File: src/rtl/periph_arb_pkg.sv
// periph_arb_pkg
//   Shared types and helpers for the peripheral initiator-side concentrator.
//   id_width(n) : bits needed to name one of n initiators, never below 1.
//   arb_id_t    : initiator index wide enough for the largest legal NB_MASTER (16).
package periph_arb_pkg;

    localparam int unsigned ARB_MAX_MASTER = 16;

    function automatic int unsigned id_width(input int unsigned n);
        return (n > 1) ? $clog2(n) : 1;
    endfunction

    localparam int unsigned ARB_ID_W = id_width(ARB_MAX_MASTER);

    typedef logic [ARB_ID_W-1:0] arb_id_t;

endpackage

File: src/rtl/periph_arb_id_fifo.sv
// periph_arb_id_fifo
//   DEPTH x WIDTH synchronous FIFO holding the initiator IDs of outstanding
//   transactions, oldest at the head.
//   Ports: clk, rst_ni (async, active low), push_i/din_i, pop_i/dout_o,
//          full_o, empty_o.
//   Push while full and pop while empty are ignored. Simultaneous push and
//   pop keep the occupancy unchanged. DEPTH=1 is supported.
module periph_arb_id_fifo #(
    parameter int unsigned DEPTH = 2,
    parameter int unsigned WIDTH = 2
) (
    input  logic             clk,
    input  logic             rst_ni,
    input  logic             push_i,
    input  logic             pop_i,
    input  logic [WIDTH-1:0] din_i,
    output logic [WIDTH-1:0] dout_o,
    output logic             full_o,
    output logic             empty_o
);
    localparam int unsigned PTR_W = (DEPTH > 1) ? $clog2(DEPTH) : 1;
    localparam int unsigned CNT_W = $clog2(DEPTH + 1);
    localparam logic [PTR_W-1:0] LAST_PTR = PTR_W'(DEPTH - 1);
    localparam logic [CNT_W-1:0] FULL_CNT = CNT_W'(DEPTH);

    logic [WIDTH-1:0] r_mem [DEPTH];
    logic [PTR_W-1:0] r_wr_ptr, r_rd_ptr;
    logic [CNT_W-1:0] r_count;
    logic             w_push, w_pop;

    // With DEPTH=1 both pointers stay at 0.
    function automatic logic [PTR_W-1:0] ptr_inc(input logic [PTR_W-1:0] p);
        return (p == LAST_PTR) ? '0 : p + PTR_W'(1);
    endfunction

    assign full_o  = (r_count == FULL_CNT);
    assign empty_o = (r_count == '0);
    assign w_push  = push_i & ~full_o;
    assign w_pop   = pop_i & ~empty_o;
    assign dout_o  = r_mem[r_rd_ptr];

    always_ff @(posedge clk or negedge rst_ni) begin
        if (!rst_ni) begin
            r_wr_ptr <= '0;
            r_rd_ptr <= '0;
            r_count  <= '0;
        end else begin
            if (w_push) r_wr_ptr <= ptr_inc(r_wr_ptr);
            if (w_pop)  r_rd_ptr <= ptr_inc(r_rd_ptr);
            case ({w_push, w_pop})
                2'b10:   r_count <= r_count + CNT_W'(1);
                2'b01:   r_count <= r_count - CNT_W'(1);
                default: r_count <= r_count;
            endcase
        end
    end

    // Storage needs no reset: occupancy alone decides what is valid.
    always_ff @(posedge clk) begin
        if (w_push) r_mem[r_wr_ptr] <= din_i;
    end

endmodule

File: src/rtl/periph_arb_mux.sv
// periph_arb_mux
//   N-to-1 concentrator on the cluster peripheral req/gnt/r_valid protocol.
//   Round-robin arbitration of NB_MASTER initiators onto one target port; the
//   IDs of granted requests are queued so each response returns to its issuer.
//   Initiator side : data_req_i/add/we_n/wdata/be (flat, master m at slice m),
//                    data_gnt_o, data_r_valid_o, broadcast r_rdata/r_opc.
//   Target side    : data_req_o/add/we_n/wdata/be, data_gnt_i,
//                    data_r_valid_i/r_rdata_i/r_opc_i.
//   resp_err_o     : sticky, a response arrived with nothing outstanding.
//   Optional (PERIPH_ARB_MUX_PERF_EN): contention_clr_i, contention_cnt_o,
//   a saturating count of cycles with contention or a full ID queue.
module periph_arb_mux
    import periph_arb_pkg::*;
#(
    parameter int unsigned NB_MASTER       = 4,
    parameter int unsigned ADDR_WIDTH      = 32,
    parameter int unsigned DATA_WIDTH      = 32,
    parameter int unsigned BE_WIDTH        = DATA_WIDTH / 8,
    parameter int unsigned MAX_OUTSTANDING = 2
) (
    input  logic                             clk,
    input  logic                             rst_ni,
    input  logic [NB_MASTER-1:0]             data_req_i,
    input  logic [NB_MASTER*ADDR_WIDTH-1:0]  data_add_i,
    input  logic [NB_MASTER-1:0]             data_we_n_i,
    input  logic [NB_MASTER*DATA_WIDTH-1:0]  data_wdata_i,
    input  logic [NB_MASTER*BE_WIDTH-1:0]    data_be_i,
    output logic [NB_MASTER-1:0]             data_gnt_o,
    output logic [NB_MASTER-1:0]             data_r_valid_o,
    output logic [DATA_WIDTH-1:0]            data_r_rdata_o,
    output logic                             data_r_opc_o,
    output logic                             data_req_o,
    output logic [ADDR_WIDTH-1:0]            data_add_o,
    output logic                             data_we_n_o,
    output logic [DATA_WIDTH-1:0]            data_wdata_o,
    output logic [BE_WIDTH-1:0]              data_be_o,
    input  logic                             data_gnt_i,
    input  logic                             data_r_valid_i,
    input  logic [DATA_WIDTH-1:0]            data_r_rdata_i,
    input  logic                             data_r_opc_i,
`ifdef PERIPH_ARB_MUX_PERF_EN
    input  logic                             contention_clr_i,
    output logic [31:0]                      contention_cnt_o,
`endif
    output logic                             resp_err_o
);
    localparam int unsigned ID_WIDTH = id_width(NB_MASTER);
    localparam arb_id_t LAST_ID = arb_id_t'(NB_MASTER - 1);
    localparam logic [ARB_ID_W:0] NB_EXT = (ARB_ID_W + 1)'(NB_MASTER);

    arb_id_t               r_rr_ptr, r_winner_q;
    logic                  r_lock, r_resp_err;
    arb_id_t               w_rr_winner, w_winner, w_off, w_head;
    logic [NB_MASTER-1:0]  w_rot;
    logic [ARB_ID_W:0]     w_sum;
    logic                  w_lock_act, w_hs, w_pop, w_full, w_empty;
    logic [ID_WIDTH-1:0]   w_fifo_dout;

    // Rotate requests so bit 0 is the master at rr_ptr, take the lowest set
    // bit, then rotate the offset back into a master index.
    always_comb begin
        w_rot = (data_req_i >> r_rr_ptr) | (data_req_i << (NB_MASTER - r_rr_ptr));
        w_off = '0;
        for (int i = NB_MASTER - 1; i >= 0; i--) begin
            if (w_rot[i]) w_off = arb_id_t'(i);
        end
        w_sum = {1'b0, r_rr_ptr} + {1'b0, w_off};
        if (w_sum >= NB_EXT) w_sum = w_sum - NB_EXT;
        w_rr_winner = w_sum[ARB_ID_W-1:0];
    end

    // The lock only holds while the locked master keeps requesting, so a
    // dropped request releases the arbiter instead of wedging it.
    always_comb begin
        w_lock_act = 1'b0;
        for (int m = 0; m < NB_MASTER; m++) begin
            if (r_winner_q == arb_id_t'(m) && data_req_i[m]) w_lock_act = r_lock;
        end
        w_winner = w_lock_act ? r_winner_q : w_rr_winner;
    end

    assign data_req_o = rst_ni & (|data_req_i) & ~w_full;
    assign w_hs       = data_req_o & data_gnt_i;
    assign w_pop      = data_r_valid_i & ~w_empty;
    assign w_head     = arb_id_t'(w_fifo_dout);

    always_comb begin
        data_add_o   = '0;
        data_we_n_o  = 1'b1;
        data_wdata_o = '0;
        data_be_o    = '0;
        for (int m = 0; m < NB_MASTER; m++) begin
            data_gnt_o[m]     = w_hs & (w_winner == arb_id_t'(m));
            data_r_valid_o[m] = w_pop & (w_head == arb_id_t'(m));
            if (w_winner == arb_id_t'(m)) begin
                data_add_o   = data_add_i[m*ADDR_WIDTH +: ADDR_WIDTH];
                data_we_n_o  = data_we_n_i[m];
                data_wdata_o = data_wdata_i[m*DATA_WIDTH +: DATA_WIDTH];
                data_be_o    = data_be_i[m*BE_WIDTH +: BE_WIDTH];
            end
        end
    end

    assign data_r_rdata_o = data_r_rdata_i;
    assign data_r_opc_o   = data_r_opc_i;
    assign resp_err_o     = r_resp_err;

    always_ff @(posedge clk or negedge rst_ni) begin
        if (!rst_ni) begin
            r_rr_ptr   <= '0;
            r_lock     <= 1'b0;
            r_winner_q <= '0;
            r_resp_err <= 1'b0;
        end else begin
            if (w_hs) r_rr_ptr <= (w_winner == LAST_ID) ? '0 : w_winner + arb_id_t'(1);
            r_lock <= data_req_o & ~data_gnt_i;
            if (data_req_o & ~data_gnt_i) r_winner_q <= w_winner;
            if (data_r_valid_i & w_empty) r_resp_err <= 1'b1;
        end
    end

    periph_arb_id_fifo #(
        .DEPTH (MAX_OUTSTANDING),
        .WIDTH (ID_WIDTH)
    ) u_id_fifo (
        .clk     (clk),
        .rst_ni  (rst_ni),
        .push_i  (w_hs),
        .pop_i   (w_pop),
        .din_i   (w_winner[ID_WIDTH-1:0]),
        .dout_o  (w_fifo_dout),
        .full_o  (w_full),
        .empty_o (w_empty)
    );

`ifdef PERIPH_ARB_MUX_PERF_EN
    logic [31:0] r_cont_cnt;
    logic        w_contend;

    assign w_contend        = ($countones(data_req_i) >= 2) | ((|data_req_i) & w_full);
    assign contention_cnt_o = r_cont_cnt;

    always_ff @(posedge clk or negedge rst_ni) begin
        if (!rst_ni)                            r_cont_cnt <= '0;
        else if (contention_clr_i)              r_cont_cnt <= '0;
        else if (w_contend && r_cont_cnt != '1) r_cont_cnt <= r_cont_cnt + 32'd1;
    end
`endif

endmodule

File: config.mk
export PLATFORM = sky130hd
export DESIGN_NAME = periph_arb_mux
export DESIGN_NICKNAME = d
export VERILOG_FILES = /design/src/rtl/periph_arb_pkg.sv /design/src/rtl/periph_arb_id_fifo.sv /design/src/rtl/periph_arb_mux.sv
export SDC_FILE = /design/constraint.sdc
export NUM_CORES = 1
export LEC_CHECK = 0
export CAP_MARGIN = 20
export CORE_AREA = 5 5 163 165
export CTS_CLUSTER_SIZE = 8
export DETAILED_ROUTE_END_ITERATION = 7
export DIE_AREA = 0 0 168 170
export DONT_BUFFER_PORTS = 1
export HOLD_SLACK_MARGIN = 0.02
export PLACE_DENSITY = 0.3
export SLEW_MARGIN = 20
export SYNTH_ARGS = -nofsm -noshare
export SYNTH_HDL_FRONTEND = slang
export SYNTH_SLANG_ARGS = --single-unit
File: constraint.sdc
create_clock -name clk -period 15.2 [get_ports clk]
set_input_delay 3.04 -clock clk [delete_from_list [all_inputs] [get_ports clk]]
set_output_delay 3.04 -clock clk [all_outputs]
set_load 0.01 [all_outputs]
== Word level (Yosys, flattened, before mapping) ==
Memories as Yosys holds them, arrays and structs flattened.
Index checks and enable logic that the tools add are counted.

* Add/sub/neg operators: 8
* $lt $le $gt $ge: 1
* Equal/unequal tests: 12
* Shift operators: 2
* Mux-type cells: 32
* Bitwise operators: 20
* Reductions and logical operators: 10

{| class="wikitable"
|+ Operators with widths
! kind !! number
|-
| $mux 32 || 8
|-
| $mux 4 || 9
|-
| $shl 4x32->4 || 1
|-
| $and 1x1->1 || 16
|-
| $eq 4x2->1 const B || 4
|-
| $logic_not 4->1 || 3
|-
| $mux 1 || 12
|-
| $eq 2x2->1 const B || 4
|-
| $eq 4x1->1 const B || 2
|-
| $add 4x4->5 || 1
|-
| $ge 5x3->1 const B || 1
|-
| $sub 3x4->5 const A || 1
|-
| $add 4x1->4 const B || 1
|-
| $eq 2x1->1 const B || 2
|-
| $logic_and 1x1->1 || 4
|-
| $mux 2 || 2
|-
| $or 4x4->4 || 1
|-
| $pmux 2 s2 || 1
|-
| $reduce_or 4->1 || 1
|-
| $shr 4x4->4 || 1
|-
| $sub 4x3->4 const B || 1
|-
| $not 1->1 || 3
|-
| $add 1x1->1 const B || 2
|-
| $add 2x1->2 const B || 1
|-
| other kinds (3) || 3
|}

* Bits in registers: 14
* RAM bits: 4
* Input port bits: 317
* Word-level logic and storage cells: 93
* Memories kept: 1

{| class="wikitable"
|+ Memories
! memory !! words !! width !! rd ports !! clocked after Yosys merged registers in !! write ports !! line !! RTL
|-
| u_id_fifo.r_mem || 2 || 2 || 1 || 0 || 1 || periph_arb_id_fifo.sv:26 || <nowiki>logic [WIDTH-1:0] r_mem [DEPTH];</nowiki>
|}

== Depth between registers and ports, before layout ==
Gate-level depths: netlist of the first run.

* Depth after elaboration: 16
* Depth in mapped cells: 21

== By module ==
Synthesis of the first run repeated with hierarchy kept, for this count alone.

* Cell total of the unflattened synthesis: 592
* Area, all modules: 3967.6 µm²

{| class="wikitable"
|+ Modules (own cells, without submodules)
! module !! instances !! cells an instance !! area each (µm²) !! seq. area each (µm²)
|-
| periph_arb_mux || 1 || 568 || 3628.5 || 250.2
|-
| periph_arb_id_fifo || 1 || 24 || 339.1 || 220.2
|}

== Worst setup path before layout of the first run ==
No wires, ideal clock.

* Path kind: in2out
* From: input port data_req_i[0]
* To: output port data_we_n_o
* Data arrival time: 6.396 ns
* Slack: 5.764 ns
* Stages: 17
* Path buffers: 3
* Path through: or3b_2 -> a21oi_1 -> o22ai_1 -> a21bo_2 -> a21boi_0 -> ha_1 -> inv_1 -> fa_1 -> a22oi_1 -> inv_1 -> ha_1 -> clkbuf_1 -> clkbuf_1 -> clkbuf_1 -> a221oi_1 -> a211oi_1 -> o21bai_1

* Cells in the longest elaborated chain, start to end: 15
* Elaborated cells between the ends (all ways): 25
* Classes of those cells: add/sub (2); order compare (1); eq/ne (3); shift (2); mux (14); bitwise (1); reduce/logical (2)

{| class="wikitable"
|+ Ends and longest elaborated chain
! element !! line !! RTL
|-
| start, declared || periph_arb_mux.sv:23 || <nowiki>input logic [NB_MASTER-1:0] data_req_i,</nowiki>
|-
| $shr 4x4->4 / $shl 4x32->4 (equally long branches) || periph_arb_mux.sv:62 || <nowiki>w_rot = (data_req_i >> r_rr_ptr) | (data_req_i << (NB_MASTER - r_rr_ptr));</nowiki>
|-
| $or 4x4->4 || periph_arb_mux.sv:62 ||
|-
| $mux 2 (2 in a row) || periph_arb_mux.sv:65 || <nowiki>if (w_rot[i]) w_off = arb_id_t'(i);</nowiki>
|-
| $mux 4 (2 in a row) || periph_arb_mux.sv:65 ||
|-
| $add 4x4->5 || periph_arb_mux.sv:67 || <nowiki>w_sum = {1'b0, r_rr_ptr} + {1'b0, w_off};</nowiki>
|-
| $sub 4x3->4 / $ge 5x3->1 (equally long branches) || periph_arb_mux.sv:68 || <nowiki>if (w_sum >= NB_EXT) w_sum = w_sum - NB_EXT;</nowiki>
|-
| $mux 4 || periph_arb_mux.sv:68 ||
|-
| $mux 4 * || periph_arb_mux.sv:79 || <nowiki>w_winner = w_lock_act ? r_winner_q : w_rr_winner;</nowiki>
|-
| via u_id_fifo.din_i[1] || periph_arb_id_fifo.sv:16 || <nowiki>input logic [WIDTH-1:0] din_i,</nowiki>
|-
| $logic_not 4->1 || periph_arb_mux.sv:95 || <nowiki>if (w_winner == arb_id_t'(m)) begin</nowiki>
|-
| $mux 1 (3 in a row) || periph_arb_mux.sv:95 ||
|-
| $mux 1 * || periph_arb_mux.sv:95 ||
|-
| end, declared || periph_arb_mux.sv:34 || <nowiki>output logic data_we_n_o,</nowiki>
|}

Mark *: on every way through the listed nets, which the timed path passes. The rest lies on a longest branch.

== Worst setup path in the final report of the first run ==
* From: input port data_req_i[0]
* To: output port data_wdata_o[4]

* Cells in the longest elaborated chain, start to end: 15
* Elaborated cells between the ends (all ways): 25
* Classes of those cells: add/sub (2); order compare (1); eq/ne (3); shift (2); mux (14); bitwise (1); reduce/logical (2)

{| class="wikitable"
|+ Ends and longest elaborated chain
! element !! line !! RTL
|-
| $shr 4x4->4 / $shl 4x32->4 (equally long branches) || periph_arb_mux.sv:62 ||
|-
| $or 4x4->4 || periph_arb_mux.sv:62 ||
|-
| $mux 2 (2 in a row) || periph_arb_mux.sv:65 ||
|-
| $mux 4 (2 in a row) || periph_arb_mux.sv:65 ||
|-
| $add 4x4->5 || periph_arb_mux.sv:67 ||
|-
| $sub 4x3->4 / $ge 5x3->1 (equally long branches) || periph_arb_mux.sv:68 ||
|-
| $mux 4 || periph_arb_mux.sv:68 ||
|-
| $mux 4 * || periph_arb_mux.sv:79 ||
|-
| via u_id_fifo.din_i[1] || periph_arb_id_fifo.sv:16 ||
|-
| $logic_not 4->1 || periph_arb_mux.sv:95 ||
|-
| $mux 32 (3 in a row) || periph_arb_mux.sv:95 ||
|-
| $mux 32 * || periph_arb_mux.sv:95 ||
|-
| end, declared || periph_arb_mux.sv:35 || <nowiki>output logic [DATA_WIDTH-1:0] data_wdata_o,</nowiki>
|}

Marks and branches as above.

==> reports/results.ini, run 1 <==
[place]
gp_congestion = 0.817
portBuffers = 0
dp.final_hpwl_um = 16400

[critical_path]
timing.critical_path.from_type = primary input
cp_cell_sequence = or3b_2, a21oi_1, o22ai_1, a21bo_2, a21boi_0, ha_1, inv_1, fa_1, a22oi_1, ha_4, buf_4, a221oi_1, nor3_1, a21oi_1, nor2_1
timing.critical_path.slowest_cell_delay_ps = 660
worstReg2RegStart = r_rr_ptr[0]$_DFFE_PN0P_
required_time_of_the_critical_path_ps = 12160
cp_common_cell = a21oi_1
critical_path_class = primary input to output port
crit_path_start = data_req_i[0]
crit_fanout = 78
critPathSlowestCell = buf_4
cp-end-kind = output port
worst_ep_arrival_time_ps = 7640

[synthesis]
post-synth-top-area-cell = nor2b_1
netlist_top_cells_count = 139 x nor2b_1, 82 x nor2_1, 73 x a21oi_1
synth_adder_area_share = 0.0306
synth_top_family_by_area = simple AND/OR/NAND/NOR gates
syn_inst = 668
post_synthesis_simple_gate_area_fraction = 0.401
yosys_register_bits = 18
synth.avg_cell_area_um2 = 6.50
synth.mux.area_fraction = 0.0291
ys_types = 50
warnings_synthesis = 0
synth-seq-area-share = 0.108
yosys.area_share.xor_xnor = 0.0182
synth_edf_count = 4
compound_gate_fraction_of_synth_area = 0.281
post_synth_arst_share = 0.778
synth.top_cells.by_area = nor2b_1 20%, a221oi_1 15%, a21oi_1 8.4%, nor3_1 8.2%, dfrtp_1 8.1%
yosys.cell_count.top_type = nor2b_1
synth_nets = 995
postSynth.topFlopCell = dfrtp_1
synth.top_cell.area_share = 0.200
mapped_cell_area_um2 = 4340

[worst_hold_path]
hold_path.startpoint = u_id_fifo.r_wr_ptr$_DFFE_PN0P_
path_category_of_the_worst_min_delay_check = register to register

[drt]
drt_wirelength_um = 20300
route.detailed.vias_per_inst = 5.09
dr.first_iter.drc_count = 281
vias = 4628
post-route-drc-count = 0
drt_pre_antenna_iters = 5
route.antenna.remaining_nets = 0
wl_per_cell_um = 22.3

[timing]
fin_tns_setup_ps = 0
fmaxAchievable_mhz = 93.6
report.final.setup_viol = 0
fin_skew_ps = 1.79
period_share = 0.703
max_slew_margin = 0.402
drv_slew = 0
holdWs_ps = 496
fin_crit_ps = 10680
grt_setup_unrepaired = no
max_slew.worst_pin.slew_ps = 897
timing_hold_violations_final = 0

[clock_network]
clockRootBuffer = clkbuf_16
post-cts-setup-buffer-count = 0
cts.path.max_buffers = 2
path_clk_slew_ps = 60
ctsResizeCount = 0
tritoncts.num_buffers = 3
clock_latency_ps = 250
clock_tree_from_tritoncts = yes
cts_hold_buf = 0
htree_num_levels = 1
cts_sinks = 18

[floorplan]
initial_core_util = 0.174
die_w_um = 168
placement_rows = 58
num_io_pins = 429
floorplan.die.height_um = 170
dieArea_um2 = 28600
placeable_core_area_um2 = 24900

[grt]
grt.total_usage = 0.127
antenna_found_initial = 6
grt_start_max_net_pins = 79
globalRoute.totalOverflow = 0
via_count_of_the_first_global_routing_pass = 4601
global_route_wire_length_before_repair_um = 28800

[finish]
drive_gt1_frac = 0.0381
nets = 906
area_growth_syn_to_layout_pct = 1.79

[flow_run]
timing.max_cap.violations = 0

[outcome]
run_status = finished, final reports clean

[metal layers]
metal,global-route usage,part of all wire,vias to the layer above,routed length (um)
li1,-,-,2180,-
met4,0.0229,0.012,8,253
met2,0.227,0.52,237,10600
met3,0.0451,0.088,26,1790
met5,0,0.0024,-,48
met1,0.148,0.38,2177,7690
[cells by family after synthesis]
logic type | Yosys count
XOR/XNOR | 9
multiplexers | 11
flip-flops | 18
buffers and inverters | 116
adder cells (fa/ha/maj) | 10
AO/OA/AOI/OAI | 175
AND/OR/NAND/NOR | 329
[metrics by stage]
stage,instances,setup slack [ps],area [um2],utilization
final,910,4520,4420,0.177
after global placement,904,4530,4330,0.174
after floorplan,668,5760,4340,-
after CTS,908,4460,4410,0.177
after detailed placement,904,4480,4330,0.174
after global routing,909,4130,4420,0.177
[final timing paths]
| path | endpoint | slack [ps] | depth (start not counted) |
|---|---|---|---|
| min in group asynchronous | resp_err_o$_DFFE_PN0P_ | 2480 | 0 |
| min | u_id_fifo.r_wr_ptr$_DFFE_PN0P_ | 500 | 1 |
| max | data_wdata_o[4] | 4520 | 15 |
| max reg2reg | r_rr_ptr[2]$_DFFE_PN0P_ | 9280 | 16 |
| max in group asynchronous | r_rr_ptr[1]$_DFFE_PN0P_ | 12650 | 0 |
| min reg2reg | u_id_fifo.r_wr_ptr$_DFFE_PN0P_ | 500 | 1 |
[flip-flops by register name, indices dropped and copies added, names as in the netlist]
name and cells:
u_id_fifo.r_mem 4, r_winner_q 4, r_rr_ptr 4, u_id_fifo.r_count 2, u_id_fifo.r_wr_ptr 1, r_lock 1, resp_err_o 1, u_id_fifo.r_rd_ptr 1
[critical path: cells and delay by family]
family	cells	cell delay, ps
AOI/OAI and AO/OA	7	1420
adders and majority gates	3	1290
buffers and inverters	2	730
and+or+nand+nor	3	1070
[cell type report]
class                           instances  area [um2]
Clock buffer                            3        75.1
Timing Repair Buffer                    6        45.0
Fill cell                            2881       20500
Antenna cell                            2        5.00
Clock inverter                          1        3.75
Tap cell                              330         413
Sequential cell                        18         470
Multi-Input combinational cell        534        3350
Inverter                               16        60.1
[cells in the final DEF (no fill, tap or decap), types with 4 or more instances in the layout]
master | Yosys | final
ha_1 | 9 | 5
dfrtp_1 | 14 | 14
nor2_1 | 82 | 82
o21ai_0 | 4 | 4
and3_1 | 4 | 4
a21oi_1 | 73 | 73
nand2_1 | 14 | 14
xnor2_1 | 5 | 5
nor2b_1 | 139 | 139
nand3_1 | 4 | 4
a221oi_1 | 72 | 72
mux2i_1 | 7 | 7
buf_4 | 34 | 6
edfxtp_1 | 4 | 4
and2_1 | 4 | 4
nor3_1 | 71 | 71
o22ai_1 | 5 | 5
xor2_1 | 4 | 4
inv_1 | 15 | 15
Power of run 1 is not shown: default switching activity piles up to over one toggle a cycle in this logic, so the estimate is an artifact.
==> run 2, diff against run 1 <==
- clock period: 15.2 -> 9.7 ns (I/O delays scaled with it)
==> reports/results.ini, run 2 (synthesis gave the netlist of run 1 again) <==
[outcome]
run_status = finished, final reports clean

[grt]
grt_met3_use = 0.0351
grt.total_usage = 0.124
grtUsageMet1 = 0.151
antenna_found_initial = 3
grt_use_met2 = 0.226
via_count_of_the_first_global_routing_pass = 4519
global_route_wire_length_before_repair_um = 28200
globalRoute.totalOverflow = 0
grt_busiest_layer = met2
grt_start_max_net_pins = 101

[clock_network]
clock_tree_from_tritoncts = yes
post-cts-setup-buffer-count = 0
clock_latency_ps = 250
cts.path.max_buffers = 2
htree_num_levels = 1
cts_hold_buf = 0
tritoncts.num_buffers = 3
cts_sinks = 18
clockRootBuffer = clkbuf_16
ctsResizeCount = 0
path_clk_slew_ps = 60

[timing]
max_slew_margin = 0.351
report.final.setup_viol = 0
timing_hold_violations_final = 0
grt_setup_unrepaired = no
drv_slew = 0
fmaxAchievable_mhz = 122
period_share = 0.845
max_slew.worst_pin.slew_ps = 973
fin_crit_ps = 8200
fin_tns_setup_ps = 0
fin_skew_ps = 0.807

[drt]
wl_per_cell_um = 22.0
route.detailed.vias_per_inst = 5.15
vias = 4711
post-route-drc-count = 0
drt_pre_antenna_iters = 5
drt_wirelength_um = 20100
dr.first_iter.drc_count = 335
route.antenna.remaining_nets = 0

[finish]
drive_gt1_frac = 0.0414
biggestRegsByFlops = r_rr_ptr (4), r_winner_q (4), u_id_fifo.r_mem (4)
nets = 908
commonest_cells_after_routing_fill_and_taps_aside = 139 x nor2b_1, 82 x nor2_1, 73 x a21oi_1, 72 x a221oi_1, 71 x nor3_1
area_growth_syn_to_layout_pct = 3.40
layout_commonest_cell = nor2b_1
layout.core_utilization = 0.180

[critical_path]
required_time_of_the_critical_path_ps = 7760
timing.critical_path.from_type = primary input
cp-end-kind = output port
crit_fanout = 100
worst_ep_arrival_time_ps = 6260
critical_path_class = primary input to output port

[floorplan]
dieArea_um2 = 28600
num_io_pins = 429
placement_rows = 58
placeable_core_area_um2 = 24900
floorplan.die.height_um = 170
initial_core_util = 0.174
die_w_um = 168

[place]
portBuffers = 0
gp_congestion = 0.825
dp.final_hpwl_um = 16100

[flow_run]
timing.max_cap.violations = 0

[worst_hold_path]
path_category_of_the_worst_min_delay_check = register to register

==> run 2: through the flow <==
step	cells	setup slack, ps	hold slack (ps)	area (um2)
after floorplan	668	2460	461	4340
after global routing	912	1160	554	4480
after CTS	910	1560	504	4480
after detailed placement	906	1560	496	4400
final	914	1500	506	4490
after global placement	905	1470	495	4380
==> run 2: metal layers <==
layer,share of wire,up-vias
met2,0.52,294
met1,0.39,2218
met3,0.084,12
li1,-,2187
met4,0.0058,0
met5,0,-
==> run 2: worst max-delay path, cell delays in order <==
cell and delay (ps):
or3b_2 420, a21oi_1 180, o22ai_1 110, a21bo_2 190, a21boi_0 80, ha_1 230, inv_1 70, fa_1 450
a22oi_1 550, ha_4 840, buf_4 480, nor2b_1 310, nor3_1 90, a21oi_1 120, nor2_1 90
==> run 2: final timing paths <==
kind | from | to | slack, ps | cells past startpoint
setup / recovery | data_req_i[0] | data_add_o[22] | 1500 | 15
hold / removal | u_id_fifo.r_wr_ptr$_DFFE_PN0P_ | u_id_fifo.r_wr_ptr$_DFFE_PN0P_ | 510 | 1
setup reg to reg | r_rr_ptr[0]$_DFFE_PN0P_ | r_rr_ptr[2]$_DFFE_PN0P_ | 4150 | 16
hold reg to reg | u_id_fifo.r_wr_ptr$_DFFE_PN0P_ | u_id_fifo.r_wr_ptr$_DFFE_PN0P_ | 510 | 1
max in group asynchronous | rst_ni | r_rr_ptr[1]$_DFFE_PN0P_ | 8250 | 0
min in group asynchronous | rst_ni | u_id_fifo.r_wr_ptr$_DFFE_PN0P_ | 1380 | 0
==> run 2: cell type report <==
| cell class | count | area [um2] |
|---|---|---|
| well taps | 330 | 413 |
| clock buffers | 3 | 75.1 |
| flip-flops and latches | 18 | 470 |
| inverters | 16 | 60.1 |
| fillers | 2858 | 20400 |
| repair buffers | 8 | 110 |
| multi-input cells | 534 | 3350 |
| diodes | 4 | 10.0 |
| clock inverters | 1 | 3.75 |
Power of run 2 is left out for the same reason.
==> run 3, diff against run 2 <==
- ABC_AREA: default -> 1
- CORE_AREA: 5 5 163 165 -> 5 5 161 163
- DIE_AREA: 0 0 168 170 -> 0 0 166 168
- PLACE_DENSITY: 0.3 -> 0.34
- clock period: 9.7 -> 7.91 ns (I/O delays scaled with it)
==> reports/results.ini, run 3 <==
[outcome]
run_status = finished, final reports clean

[clock_network]
tritoncts.num_buffers = 3
path_clk_slew_ps = 50
clockRootBuffer = clkbuf_16
cts_hold_buf = 0
clock_tree_from_tritoncts = yes
post-cts-setup-buffer-count = 0
ctsResizeCount = 0
clock_latency_ps = 240
cts_sinks = 18
cts.path.max_buffers = 2
htree_num_levels = 1

[timing]
fmaxAchievable_mhz = 146
period_share = 0.867
drv_slew = 0
max_slew_margin = 0.262
fin_tns_setup_ps = 0
grt_setup_unrepaired = no
report.final.setup_viol = 0
max_slew.worst_pin.slew_ps = 1110
timing_hold_violations_final = 0
fin_crit_ps = 6860
fin_skew_ps = 0.943

[synthesis]
synth.top_cell.area_share = 0.224
post_synth_arst_share = 0.778
postSynth.topFlopCell = dfrtp_1
yosys.cell_count.top_type = nand2_1
synth.avg_cell_area_um2 = 5.08
ys_types = 35
syn_inst = 1054
synth_nets = 1381
synth-seq-area-share = 0.0878
mapped_cell_area_um2 = 5360
warnings_synthesis = 0
yosys_register_bits = 18
post-synth-top-area-cell = nand2_1
synth_edf_count = 4
netlist_top_cells_count = 320 x nand2_1, 224 x nand3_1, 166 x inv_1
synth.top_cells.by_area = nand2_1 22%, nand3_1 21%, inv_1 12%, nand3b_1 9.7%, dfrtp_1 6.5%

[grt]
global_route_wire_length_before_repair_um = 33600
antenna_found_initial = 3
globalRoute.totalOverflow = 0
grt.total_usage = 0.145
via_count_of_the_first_global_routing_pass = 6023
grt_start_max_net_pins = 209

[place]
dp.final_hpwl_um = 17000
dpl_cell_area_um2 = 5270
gp_congestion = 0.816
portBuffers = 0
place_inst = 1281

[drt]
route.detailed.vias_per_inst = 4.64
vias = 5971
route.antenna.remaining_nets = 0
wl_per_cell_um = 17.0
drt_wirelength_um = 21900
drt_pre_antenna_iters = 5
dr.first_iter.drc_count = 325
post-route-drc-count = 0

[critical_path]
crit_fanout = 208
worstReg2RegStart = r_rr_ptr[0]$_DFFE_PN0P_
cp-end-kind = output port
required_time_of_the_critical_path_ps = 6330
timing.critical_path.from_type = primary input
worst_ep_arrival_time_ps = 5280
crit_path_start = data_req_i[0]
critical_path_class = primary input to output port

[finish]
drive_gt1_frac = 0.0271
nets = 1289
area_growth_syn_to_layout_pct = -0.0466
biggestRegsByFlops = r_rr_ptr (4), r_winner_q (4), u_id_fifo.r_mem (4)
fillCellCount = 2905
layout_commonest_cell = nand2_1
final_cell_area_um2 = 5360
finalNonFillerCells = 1287
commonest_cells_after_routing_fill_and_taps_aside = 320 x nand2_1, 224 x nand3_1, 166 x inv_1, 93 x nor2_1, 69 x nand3b_1

[floorplan]
die_w_um = 166
dieArea_um2 = 27900
num_io_pins = 429
initial_core_util = 0.222
placeable_core_area_um2 = 24200
placement_rows = 57
floorplan.die.height_um = 168

[worst_hold_path]
hold_path.startpoint = r_winner_q[2]$_DFFE_PN0P_
path_category_of_the_worst_min_delay_check = register to register

[flow_run]
timing.max_cap.violations = 0

## run 3: cell type report
type | count | area, um2 | area share
multi-input cells | 757 | 3630 | 0.678
inverters | 170 | 638 | 0.119
flip-flops and latches | 18 | 470 | 0.0879
well taps | 324 | 405 | 0.0757
repair buffers | 12 | 128 | 0.0238
clock buffers | 4 | 78.8 | 0.0147
diodes | 2 | 5.00 | 0.000935
## run 3: cell families (layout without fill, tap and decap cells)
family / after synthesis / in the layout / synth area share
AND/OR/NAND/NOR: 715 / 715 / 0.606
buffers and inverters: 279 / 186 / 0.238
AO/OA/AOI/OAI: 24 / 24 / 0.0283
flip-flops: 18 / 18 / 0.0878
adder cells (fa/ha/maj): 10 / 10 / 0.0248
XOR/XNOR: 7 / 7 / 0.0128
multiplexers: 1 / 1 / 0.00187
other: 0 / 2 / 0
## run 3: final timing paths
path,endpoint,depth (start not counted),slack [ps]
max,data_be_o[3],23,1050
min,r_winner_q[2]$_DFFE_PN0P_,2,480
max reg2reg,r_rr_ptr[0]$_DFFE_PN0P_,20,3800
min reg2reg,r_winner_q[2]$_DFFE_PN0P_,2,480
max in group asynchronous,r_rr_ptr[0]$_DFFE_PN0P_,0,6810
min in group asynchronous,r_rr_ptr[3]$_DFFE_PN0P_,0,1030
## run 3: worst max-delay path, stage by stage
cell and delay (ps):
nand2_1 50, inv_1 70, o21ai_0 80, nor2_1 130, inv_1 50, o21ai_0 200
inv_1 60, a21oi_1 150, ha_1 190, inv_1 60, fa_1 410, xnor2_2 170
ha_1 200, nand3_1 70, nor2_1 40, nor2_1 70, nand2_1 120, o211ai_4 160
buf_12 440, nand3_1 210, nand3_1 140, nand2_1 90, nand2_1 130
## run 3: layer usage
metal  vias up  part of all wire  track usage
met2       251              0.52        0.276
met5         -                 0            0
met4         0             0.020       0.0287
met1      2638              0.40        0.169
li1       3046                 -            -
met3        36             0.066       0.0300
## run 3: through the flow
stage / hold slack, ps / setup WS, ps / utilization
CTS: 482 / 1080 / 0.221
finish: 481 / 1050 / 0.221
detailed placement: 468 / 1090 / 0.218
global route: 521 / 699 / 0.221
floorplan: 450 / 1760 / -
global placement: 469 / 1060 / 0.218
Power of run 3 is left out for the same reason.
